`config.mk`:
```
export PLATFORM = sky130hd
export DESIGN_NAME = adc_scan_sequencer
export DESIGN_NICKNAME = d
export VERILOG_FILES = /design/src/rtl/adc_scan_pkg.sv /design/src/rtl/scan_fifo.sv /design/src/rtl/adc_scan_sequencer.sv
export SDC_FILE = /design/constraint.sdc
export NUM_CORES = 1
export LEC_CHECK = 0
export BUFFER_PORTS_ARGS = -buffer_cell sky130_fd_sc_hd__buf_2
export CORE_ASPECT_RATIO = 0.6
export CORE_MARGIN = 10
export CORE_UTILIZATION = 60
export DETAILED_ROUTE_END_ITERATION = 8
export GPL_ROUTABILITY_DRIVEN = 0
export GPL_TIMING_DRIVEN = 0
export HOLD_SLACK_MARGIN = 0.08
export PLACE_DENSITY = 0.8
export SLEW_MARGIN = 20
export SYNTH_ARGS = -nofsm -noshare
export SYNTH_HDL_FRONTEND = slang
export SYNTH_SLANG_ARGS = --single-unit
```
`constraint.sdc`:
```
create_clock -name clk -period 6.3 [get_ports clk]
set_input_delay 0.63 -clock clk [delete_from_list [all_inputs] [get_ports clk]]
set_output_delay 0.63 -clock clk [all_outputs]
set_load 0.01 [all_outputs]
```
`src/rtl/adc_scan_pkg.sv`:
```
// Shared constants, state encoding and helpers for the ADC scan sequencer.
package adc_scan_pkg;

  // Output word layout: {sof, ch[2:0], sample[11:0]}
  localparam int WORD_W   = 16;
  localparam int SOF_BIT  = 15;
  localparam int CH_MSB   = 14;
  localparam int CH_LSB   = 12;
  localparam int DATA_MSB = 11;

  // Shortest usable scan period; smaller programmed values are clamped to this
  localparam int MIN_PERIOD = 2;

  // FSM state encoding
  localparam logic [2:0] ST_IDLE      = 3'd0;
  localparam logic [2:0] ST_WAIT_TICK = 3'd1;
  localparam logic [2:0] ST_SEEK      = 3'd2;
  localparam logic [2:0] ST_START     = 3'd3;
  localparam logic [2:0] ST_WAIT_DONE = 3'd4;

  typedef enum logic [2:0] {
    S_IDLE      = ST_IDLE,
    S_WAIT_TICK = ST_WAIT_TICK,
    S_SEEK      = ST_SEEK,
    S_START     = ST_START,
    S_WAIT_DONE = ST_WAIT_DONE
  } state_t;

  // Lowest enabled channel at or above cursor. Result bit 3 = found,
  // bits 2:0 = channel. A cursor of 8 (scan wrapped) never finds anything.
  function automatic logic [3:0] find_next(input logic [7:0] mask, input logic [3:0] cursor);
    logic [3:0] res;
    res = 4'd0;
    for (int i = 7; i >= 0; i--) begin
      if (mask[i] && (4'(i) >= cursor)) begin
        res = {1'b1, 3'(i)};
      end
    end
    return res;
  endfunction

  // Assemble a result word from its fields
  function automatic logic [WORD_W-1:0] pack_word(input logic sof, input logic [2:0] ch,
                                                  input logic [DATA_MSB:0] sample);
    logic [WORD_W-1:0] w;
    w                 = '0;
    w[SOF_BIT]        = sof;
    w[CH_MSB:CH_LSB]  = ch;
    w[DATA_MSB:0]     = sample;
    return w;
  endfunction

endpackage

```
`src/rtl/scan_fifo.sv`:
```
// First-word-fall-through FIFO for tagged ADC result words. The head word is
// read combinationally so a push into an empty FIFO is visible next cycle.
// A push while full is accepted only if a pop happens in the same cycle.
module scan_fifo
  import adc_scan_pkg::*;
#(
  parameter int WIDTH = WORD_W,
  parameter int DEPTH = 16
) (
  input  logic             clk,
  input  logic             rst_n,
  input  logic             i_push,
  input  logic [WIDTH-1:0] i_push_data,
  input  logic             i_pop,
  output logic [WIDTH-1:0] o_data,
  output logic             o_full,
  output logic             o_empty
);

  localparam int AW = $clog2(DEPTH);
  localparam logic [AW-1:0] PTR_ONE  = AW'(1);
  localparam logic [AW:0]   CNT_ONE  = (AW+1)'(1);
  localparam logic [AW:0]   CNT_FULL = (AW+1)'(DEPTH);

  logic [WIDTH-1:0] r_mem [DEPTH];
  logic [AW-1:0]    r_wr_ptr;
  logic [AW-1:0]    r_rd_ptr;
  logic [AW:0]      r_count;
  logic             w_pop_ok;
  logic             w_push_ok;

  assign o_empty   = (r_count == '0);
  assign o_full    = (r_count == CNT_FULL);
  assign w_pop_ok  = i_pop && !o_empty;
  assign w_push_ok = i_push && (!o_full || w_pop_ok);

  // Storage array, written on accepted pushes only
  always_ff @(posedge clk) begin
    if (w_push_ok) begin
      r_mem[r_wr_ptr] <= i_push_data;
    end
  end

  // Pointers and occupancy; pointers wrap naturally since DEPTH is a power of two
  always_ff @(posedge clk or negedge rst_n) begin
    if (!rst_n) begin
      r_wr_ptr <= '0;
      r_rd_ptr <= '0;
      r_count  <= '0;
    end else begin
      if (w_push_ok) begin
        r_wr_ptr <= r_wr_ptr + PTR_ONE;
      end
      if (w_pop_ok) begin
        r_rd_ptr <= r_rd_ptr + PTR_ONE;
      end
      case ({w_push_ok, w_pop_ok})
        2'b10:   r_count <= r_count + CNT_ONE;
        2'b01:   r_count <= r_count - CNT_ONE;
        default: r_count <= r_count;
      endcase
    end
  end

  // Head word; forced to zero when empty so the output is clean after reset
  assign o_data = o_empty ? '0 : r_mem[r_rd_ptr];

endmodule

```
`src/rtl/adc_scan_sequencer.sv`:
```
// Periodic channel scanner in front of the adc128s022 controller. Paces scans
// over a latched channel mask, issues one conversion per enabled channel,
// tags each result with channel and start-of-scan, and queues it in a FWFT FIFO.
module adc_scan_sequencer
  import adc_scan_pkg::*;
#(
  parameter int FIFO_DEPTH   = 16,
  parameter int PERIOD_W     = 24,
  parameter int DONE_TIMEOUT = 1024
) (
  input  logic                clk,
  input  logic                rst_n,
  input  logic                i_en,
  input  logic [7:0]          i_ch_mask,
  input  logic [PERIOD_W-1:0] i_scan_period,
  input  logic                i_clr,
  output logic                o_cv_go,
  output logic [2:0]          o_chx,
  input  logic                i_adc_done,
  input  logic [11:0]         i_adc_data,
  output logic [15:0]         o_out_data,
  output logic                o_out_valid,
  input  logic                i_out_ready,
  output logic                o_err_ovf,
  output logic                o_err_late,
  output logic                o_err_tmo
);

  localparam int TMO_W = (DONE_TIMEOUT > 2) ? $clog2(DONE_TIMEOUT) : 1;
  localparam logic [TMO_W-1:0]    TMO_LAST = TMO_W'(DONE_TIMEOUT - 1);
  localparam logic [TMO_W-1:0]    TMO_ONE  = TMO_W'(1);
  localparam logic [PERIOD_W-1:0] P_MIN    = PERIOD_W'(MIN_PERIOD);
  localparam logic [PERIOD_W-1:0] P_ONE    = PERIOD_W'(1);

  state_t              r_state;
  state_t              w_state_next;
  logic [PERIOD_W-1:0] r_timer;
  logic [PERIOD_W-1:0] w_period;
  logic                w_tick;
  logic [7:0]          r_mask;
  logic [3:0]          r_cursor;
  logic [2:0]          r_chx;
  logic                r_sof_pend;
  logic [TMO_W-1:0]    r_tmo_cnt;
  logic [3:0]          w_seek;
  logic                w_found;
  logic                w_tmo_hit;
  logic                w_push;
  logic                w_tmo_fire;
  logic                w_scan_start;
  logic                w_pop;
  logic                w_full;
  logic                w_empty;
  logic [15:0]         w_push_word;
  logic                r_err_ovf;
  logic                r_err_late;
  logic                r_err_tmo;

  // Effective period with the lower clamp applied
  assign w_period = (i_scan_period < P_MIN) ? P_MIN : i_scan_period;
  assign w_tick   = i_en && (r_timer >= (w_period - P_ONE));

  // Free-running period timer, held at zero while disabled
  always_ff @(posedge clk or negedge rst_n) begin
    if (!rst_n) begin
      r_timer <= '0;
    end else if (!i_en || w_tick) begin
      r_timer <= '0;
    end else begin
      r_timer <= r_timer + P_ONE;
    end
  end

  assign w_seek    = find_next(r_mask, r_cursor);
  assign w_found   = w_seek[3];
  assign w_tmo_hit = (r_tmo_cnt == TMO_LAST);

  // FSM state register
  always_ff @(posedge clk or negedge rst_n) begin
    if (!rst_n) begin
      r_state <= S_IDLE;
    end else begin
      r_state <= w_state_next;
    end
  end

  // FSM next-state and per-state strobes
  always_comb begin
    w_state_next = r_state;
    w_push       = 1'b0;
    w_tmo_fire   = 1'b0;
    w_scan_start = 1'b0;
    case (r_state)
      S_IDLE: begin
        if (i_en) begin
          w_state_next = S_WAIT_TICK;
        end
      end
      S_WAIT_TICK: begin
        if (!i_en) begin
          w_state_next = S_IDLE;
        end else if (w_tick) begin
          w_state_next = S_SEEK;
          w_scan_start = 1'b1;
        end
      end
      S_SEEK: begin
        // Dropping en ends the scan here; the in-flight result was already taken
        if (!i_en) begin
          w_state_next = S_IDLE;
        end else if (w_found) begin
          w_state_next = S_START;
        end else begin
          w_state_next = S_WAIT_TICK;
        end
      end
      S_START: begin
        w_state_next = S_WAIT_DONE;
      end
      S_WAIT_DONE: begin
        // A result on the last allowed cycle still wins over the timeout
        if (i_adc_done) begin
          w_push       = 1'b1;
          w_state_next = S_SEEK;
        end else if (w_tmo_hit) begin
          w_tmo_fire   = 1'b1;
          w_state_next = S_SEEK;
        end
      end
      default: begin
        w_state_next = S_IDLE;
      end
    endcase
  end

  // Scan context: latched mask, cursor, selected channel, sof marker, timeout count
  always_ff @(posedge clk or negedge rst_n) begin
    if (!rst_n) begin
      r_mask     <= '0;
      r_cursor   <= '0;
      r_chx      <= '0;
      r_sof_pend <= 1'b0;
      r_tmo_cnt  <= '0;
    end else begin
      if (w_scan_start) begin
        r_mask     <= i_ch_mask;
        r_cursor   <= '0;
        r_sof_pend <= 1'b1;
      end
      if ((r_state == S_SEEK) && i_en && w_found) begin
        r_chx <= w_seek[2:0];
      end
      if (r_state == S_START) begin
        r_tmo_cnt <= '0;
      end else if (r_state == S_WAIT_DONE) begin
        r_tmo_cnt <= r_tmo_cnt + TMO_ONE;
      end
      if (w_push) begin
        r_sof_pend <= 1'b0;
      end
      // Cursor value 8 means the scan has wrapped and SEEK will find nothing
      if (w_push || w_tmo_fire) begin
        r_cursor <= {1'b0, r_chx} + 4'd1;
      end
    end
  end

  assign w_push_word = pack_word(r_sof_pend, r_chx, i_adc_data);
  assign w_pop       = !w_empty && i_out_ready;

  // Sticky error flags; a set in the same cycle as clr wins
  always_ff @(posedge clk or negedge rst_n) begin
    if (!rst_n) begin
      r_err_ovf  <= 1'b0;
      r_err_late <= 1'b0;
      r_err_tmo  <= 1'b0;
    end else begin
      if (w_push && w_full && !w_pop) begin
        r_err_ovf <= 1'b1;
      end else if (i_clr) begin
        r_err_ovf <= 1'b0;
      end
      if (w_tick && (r_state != S_WAIT_TICK)) begin
        r_err_late <= 1'b1;
      end else if (i_clr) begin
        r_err_late <= 1'b0;
      end
      if (w_tmo_fire) begin
        r_err_tmo <= 1'b1;
      end else if (i_clr) begin
        r_err_tmo <= 1'b0;
      end
    end
  end

  scan_fifo #(
    .WIDTH (WORD_W),
    .DEPTH (FIFO_DEPTH)
  ) u_fifo (
    .clk         (clk),
    .rst_n       (rst_n),
    .i_push      (w_push),
    .i_push_data (w_push_word),
    .i_pop       (i_out_ready),
    .o_data      (o_out_data),
    .o_full      (w_full),
    .o_empty     (w_empty)
  );

  assign o_cv_go     = (r_state == S_START);
  assign o_chx       = r_chx;
  assign o_out_valid = !w_empty;
  assign o_err_ovf   = r_err_ovf;
  assign o_err_late  = r_err_late;
  assign o_err_tmo   = r_err_tmo;

endmodule

```
==> qor.txt, run 1 <==
Run status = finished clean
Number of buffers created by CTS = 29
All-Layer GR Usage = 21.1%
Leading cell types in the layout, fill and taps excluded = edfxtp_1, buf_2, dfrtp_1
Worst Setup Start Kind = input pin
I/O pins = 74
First-pass GRT wire length = 49,400 um
R2R Path Start = r_state[1]$_DFFE_PN0P_
Total Wirelength = 32,400 um
Die Area = 0.0308 mm2
Area Overhead vs Synth = 13.2%
Detailed Routing Iterations Pass 1 = 5
Via density = 6.21
Initial Utilization = 61.6%
CTS resizes = 0
Antenna cells = 0
Grt ovf = 0
CTS tree = done
Critical path class = in -> reg
Hpwl dp = 21,900 um
Commonest non-fill, non-tap cell in the layout = edfxtp_1
Pin slew with the least headroom to its limit = 1.19 ns
Min Hold Slack = 0.293 ns
Nets = 1,062
Switch Pwr = 1.68 mW
Arrival @ worst endpoint = 5.75 ns
Syn_nets = 943
Starting DRT DRC Count = 827
Core ar. = 0.0233 mm2
Post-CTS Repair Setup Buffers = 0
Int Pwr = 4.20 mW
Setup Slack @ Placement = 0.527 ns
Die Wd = 220 um
Combinational share of power = 28.5%
Clk sinks = 325
Syn_area_per_cell = 16.8 um2
Final period utilization = 84.4%
Worst-case clock skew = 0.0199 ns
Min-Delay Startpoint = i_ch_mask[5]
Seq pwr share = 42.2%
Post-synthesis register bit count = 325
Sequential area share after synthesis = 65.5%
Endpoint type of the worst setup path = register
Largest net degree at the start of global routing = 39
Switching Fraction = 28.5%
Final Util = 69.7%
Setup TNS = 0 ns
Antenna violations before repair = 0
Mapped cell area = 0.0144 mm2
Die height = 140 um
Post-synth EDFFs = 256
Worst-Skew Late Latency = 0.55 ns
RSZ-0062 raised after global routing = false
Routed vias = 8,131
Clock power share = 29.3%
Cell count after synthesis = 856
Async SR Flop Fraction = 21.2%
Root Buffer = clkbuf_16
H-tree depth = 1
Hold Path Class = in -> reg
VDD IR max = 0.265 mV
Synth Warn # = 0
Vias in the first global route = 8,129
Setup WS post-layout = 0.984 ns
Post-synthesis cell type count = 69
Fin. Hold Viols = 0
Post-DRT Antenna Nets = 0
PortBufs = 73
MaxCap Viol Count = 0
PwrDens = 361 mW/mm2
Clock slew at reported path FFs = 0.07 ns
FMAX = 0.188 GHz
Num rows = 43
Number of max-slew violations in the final report = 0
Worst setup path startpoint = i_scan_period[17]
Main synth FF type = edfxtp_1
Clk buf depth = 3
Post-Place Cells = 1,257
Residual DRC = 0
Crit path max fanout = 10
Leak Pwr = 5.89 nW
Slew headroom = 20.7%
Final critical-path required period = 5.32 ns
Final non-filler cell total = 1,309
Wirelength per Cell = 24.8 um
Final setup viols = 0
CP Data Required Time = 6.73 ns
Share of cells above drive strength 1 = 23.6%
stage by stage:
step	power, mW	cell area [um2]
finish	5.87	16300
global route	6.11	16300
CTS	5.90	16300
detailed placement	4.19	15300
global placement	4.13	15100
floorplan	3.67	14400
what timing repair did:
| item | CTS | global route |
|---|---|---|
| hold endpoints to repair | 31 | 0 |
| setup endpoints to repair | 0 | 0 |
| hold buffers | 1 | 0 |
cell type report:
class | count | area, um2
Buffer | 26 | 200
Clock buffer | 33 | 741
Clock inverter | 17 | 170
Fill cell | 1525 | 7070
Inverter | 21 | 78.8
Multi-Input combinational cell | 484 | 4720
Sequential cell | 325 | 9410
Tap cell | 315 | 394
Timing Repair Buffer | 88 | 559
sequential cells by signal, summed over array words and instances, names as in the netlist:
signal and flops:
o_chx 3, o_err_late 1, o_err_ovf 1, o_err_tmo 1
r_cursor 4, r_mask 8, r_sof_pend 1, r_state 3
r_timer 24, r_tmo_cnt 10, u_fifo.r_count 5, u_fifo.r_mem 256
u_fifo.r_rd_ptr 4, u_fifo.r_wr_ptr 4
Yosys cell counts (3+ instances only):
library cell,instances,area [um2]
mux4_2,67,1510
nor4_1,3,18.8
a21o_1,4,30.0
and2_1,26,163
a21oi_1,19,95.1
nand2_1,41,154
edfxtp_1,256,7690
clkbuf_1,11,41.3
ha_1,36,450
o21ai_0,11,55.1
mux4_1,13,342
and4_1,7,61.3
nand3_1,21,105
nand2b_1,5,31.3
mux2_1,10,113
dfrtp_1,69,1730
and3_1,4,25.0
nor4_2,3,37.5
nand4_1,9,56.3
inv_1,21,78.8
a21boi_0,3,22.5
xor2_1,21,184
or3_1,3,18.8
buf_12,3,60.1
a31oi_1,4,25.0
nor2_1,60,225
buf_2,3,15.0
nor3_1,17,85.1
nor2b_1,7,43.8
buf_4,4,30.0
xnor2_1,40,350
o211ai_1,4,30.0
nor3b_1,6,45.0
critical path: stages:
cell and delay [ns]:
buf_2 0.12, or4_4 0.57, nor3_2 0.34, nand3_1 0.11
nand2_1 0.12, ha_1 0.18, or3b_2 0.52, nor4_4 0.27
nor3b_4 0.38, nand2_1 0.11, xor2_1 0.19, ha_1 0.34
nand4_1 0.15, and4bb_1 0.30, o211ai_1 0.28, a31oi_1 0.50
buf_4 0.28, mux2_1 0.34
power by group through the flow:
stage	sequential [mW]	combinational [mW]	clock, mW
after floorplan	2.49	1.17	0
after global placement	2.51	1.62	0
after detailed placement	2.52	1.67	0
after CTS	2.48	1.69	1.74
after global routing	2.49	1.80	1.82
final	2.48	1.67	1.72
layer usage:
metal | routed length [um] | track usage (%) | up-vias
li1 | - | - | 3598
met1 | 14600 | 32.8 | 4123
met2 | 14400 | 30.4 | 375
met3 | 3050 | 4.39 | 35
met4 | 401 | 3.59 | 0
met5 | 0 | 0 | -
worst paths after layout:
path,to,slack (ns),cells after the start
setup reg to reg,u_fifo.r_mem[1][3]$_DFFE_PP_,3.05,4
setup / recovery,r_mask[2]$_DFFE_PN0P_,0.98,18
hold / removal,r_mask[5]$_DFFE_PN0P_,0.29,2
hold reg to reg,o_err_ovf$_DFFE_PN0P_,0.49,1
min in group asynchronous,r_tmo_cnt[6]$_DFFE_PN0P_,0.56,2
max in group asynchronous,r_timer[16]$_DFF_PN0_,5.19,3
cell families after synthesis:
logic type,Yosys count,share of synthesized area (%)
adder cells (fa/ha/maj),37,3.27
multiplexers,94,13.9
XOR/XNOR,61,3.72
AND/OR/NAND/NOR,228,8.67
buffers and inverters,47,1.94
AO/OA/AOI/OAI,64,2.98
flip-flops,325,65.5
(Power assumes the default switching activity.)
==> run 2, diff against run 1 <==
--- a/config.mk
+++ b/config.mk
@@ -8,12 +8,12 @@
 export BUFFER_PORTS_ARGS = -buffer_cell sky130_fd_sc_hd__buf_2
 export CORE_ASPECT_RATIO = 0.6
 export CORE_MARGIN = 10
-export CORE_UTILIZATION = 60
+export CORE_UTILIZATION = 55
 export DETAILED_ROUTE_END_ITERATION = 8
 export GPL_ROUTABILITY_DRIVEN = 0
 export GPL_TIMING_DRIVEN = 0
 export HOLD_SLACK_MARGIN = 0.08
-export PLACE_DENSITY = 0.8
+export PLACE_DENSITY = 0.78
 export SLEW_MARGIN = 20
 export SYNTH_ARGS = -nofsm -noshare
 export SYNTH_HDL_FRONTEND = slang
==> constraint.sdc (replaced) <==
create_clock -name clk -period 4.3 [get_ports clk]
set_input_delay 0.43 -clock clk [delete_from_list [all_inputs] [get_ports clk]]
set_output_delay 0.43 -clock clk [all_outputs]
set_load 0.01 [all_outputs]
==> qor.txt, run 2 (synthesis gave the netlist of run 1 again) <==
Leak Pwr = 6.16 nW (was 5.89 nW)
VDD IR max = 0.333 mV (was 0.265 mV)
Area Overhead vs Synth = 17.7% (was 13.2%)
Share of cells above drive strength 1 = 30.4% (was 23.6%)
Crit path max fanout = 8 (was 10)
Slew headroom = 25.5% (was 20.7%)
R2R depth = 6 (was 4)
Antenna violations before repair = 1 (was 0)
Final non-filler cell total = 1,390 (was 1,309)
Final Util = 66.3% (was 69.7%)
Total Wirelength = 33,400 um (was 32,400 um)
Regs by FF count = u_fifo.r_mem x256, r_timer x24, r_tmo_cnt x10 (unchanged)
Num rows = 45 (was 43)
Die Wd = 229 um (was 220 um)
Min-Delay Startpoint = i_adc_done (was i_ch_mask[5])
CTS tree = done (unchanged)
Setup WS post-layout = -0.0507 ns (was 0.984 ns)
Worst setup path startpoint = i_scan_period[21] (was i_scan_period[17])
Wirelength per Cell = 24.0 um (was 24.8 um)
Hold Crit Endpoint = o_err_tmo$_DFFE_PN0P_ (was r_mask[5]$_DFFE_PN0P_)
PortBufs = 73 (unchanged)
Residual DRC = 0 (unchanged)
Violated checks = negative setup slack
Commonest non-fill, non-tap cell in the layout = edfxtp_1 (unchanged)
Pin slew with the least headroom to its limit = 1.12 ns (was 1.19 ns)
Clock slew at reported path FFs = 0.06 ns (was 0.07 ns)
Initial Utilization = 56.4% (was 61.6%)
Worst Setup Start Kind = input pin (unchanged)
Post-Place Cells = 1,295 (was 1,257)
Post-DRT Antenna Nets = 0 (unchanged)
Critical path class = in -> reg (unchanged)
Clk buf depth = 3 (unchanged)
Final critical-path required period = 4.35 ns
Starting DRT DRC Count = 792 (was 827)
Via density = 5.93 (was 6.21)
Fin. Hold Viols = 0 (unchanged)
Root Buffer = clkbuf_16 (unchanged)
Vias in the first global route = 8,316 (was 8,129)
Worst flop-to-flop path endpoint = u_fifo.r_mem[5][0]$_DFFE_PP_ (was u_fifo.r_mem[1][3]$_DFFE_PP_)
First-pass GRT wire length = 50,500 um (was 49,400 um)
Grt ovf = 0 (unchanged)
Endpoint type of the worst setup path = register (unchanged)
Leading cell types in the layout, fill and taps excluded = edfxtp_1, dfrtp_1, mux4_2 (was edfxtp_1, buf_2, dfrtp_1)
MaxCap Viol Count = 0 (unchanged)
Clk sinks = 325 (unchanged)
PwrDens = 505 mW/mm2 (was 361 mW/mm2)
Fillcell total = 1,709 (was 1,525)
H-tree depth = 1 (unchanged)
Routed vias = 8,242 (was 8,131)
Number of max-slew violations in the final report = 0 (unchanged)
Largest net degree at the start of global routing = 42 (was 39)
Setup Slack @ Placement = -1.05 ns (was 0.527 ns)
RSZ-0062 raised after global routing = true (was false)
CP Data Required Time = 4.74 ns (was 6.73 ns)
Worst-Skew Late Latency = 0.55 ns (about the same)
R2R Path Start = r_state[1]$_DFFE_PN0P_ (unchanged)
Die Area = 0.0332 mm2 (was 0.0308 mm2)
Setup TNS = -0.234 ns (was 0 ns)
Number of buffers created by CTS = 29 (unchanged)
Final setup viols = 5 (was 0)
Nets = 1,103 (was 1,062)
Core ar. = 0.0255 mm2 (was 0.0233 mm2)
Detailed Routing Iterations Pass 1 = 5 (unchanged)
FMAX = 0.230 GHz
Reg2Reg Setup Slack = 1.12 ns (was 3.05 ns)
Hold Crit Depth = 2 (unchanged)
I/O pins = 74 (unchanged)
Hpwl dp = 21,300 um (was 21,900 um)
Post-route cell area = 0.0169 mm2 (was 0.0163 mm2)
All-Layer GR Usage = 19.7% (was 21.1%)
Placed Area = 0.0154 mm2 (was 0.0153 mm2)
Max reg flops = 256 (unchanged)
Hold Path Class = in -> reg (unchanged)
Final period utilization = 101%
Register name with the most flops = u_fifo.r_mem (unchanged)
Run status = finished with violations (was finished clean)
Die height = 145 um (was 140 um)
Arrival @ worst endpoint = 4.79 ns (was 5.75 ns)
Worst-case clock skew = 0.0136 ns (was 0.0199 ns)
run 2: metrics by stage:
| step | total power, mW | hold WS, ns |
|---|---|---|
| final | 8.55 | 0.0982 |
| after global routing | 8.91 | 0.108 |
| after global placement | 6.06 | 0.468 |
| after detailed placement | 6.14 | 0.379 |
| after CTS | 8.58 | 0.0869 |
| after floorplan | 5.37 | 0.134 |
run 2: final cells by class:
class                   count  area [um2]  area share, %
flip-flops and latches    325        9410           55.6
plain buffers              26         221           1.31
multi-input cells         484        4960           29.3
repair buffers            129         933           5.52
diodes                      1        2.50         0.0148
inverters                  21        78.8          0.466
well taps                 352         440           2.60
clock buffers              41         781           4.61
clock inverters            11        88.8          0.525
run 2: worst max-delay path, stage by stage:
cell and delay (ns):
buf_6 0.09, or4_4 0.55, nor3_4 0.21, nand3_2 0.10
nand2_2 0.14, ha_4 0.14, or3b_4 0.40, nor4_4 0.22
nor3b_4 0.30, buf_6 0.17, nand2b_4 0.07, xor2_4 0.17
ha_4 0.27, nand4_1 0.14, and4bb_2 0.40, o211ai_1 0.11
buf_4 0.18, a31oi_4 0.19, buf_6 0.18, mux2_4 0.31
run 2: where the power goes:
group	switching (mW)	internal, mW
clock	1.11	1.32
combinational	1.23	1.26
sequential	0.126	3.50
total	2.46	6.09
run 2: worst max path at each step:
stage / end / slack, ns / cells past startpoint
floorplan: r_mask[0]$_DFFE_PN0P_ / -0.15 / 17
global placement: r_mask[3]$_DFFE_PN0P_ / -1.03 / 18
detailed placement: r_mask[6]$_DFFE_PN0P_ / -1.05 / 18
CTS: r_mask[2]$_DFFE_PN0P_ / -0.0005 / 20
global route: r_mask[6]$_DFFE_PN0P_ / -0.14 / 20
finish: r_mask[2]$_DFFE_PN0P_ / -0.05 / 20
run 2: layer usage:
metal  GRT usage [%]  vias to the layer above  part of all wire (%)
met5               0                        -                     0
met4            3.78                        0                   1.8
met3            4.45                       51                   7.9
met2            29.2                      285                    44
met1            29.4                     4235                    46
li1                -                     3671                     -
run 2: timing repair:
item,CTS,global route
hold endpoints to repair,29,0
setup buffers,36,4
gates cloned,0,1
hold buffers,2,0
setup endpoints to repair,36,40
gates resized for setup,11,64
pin swaps,13,17
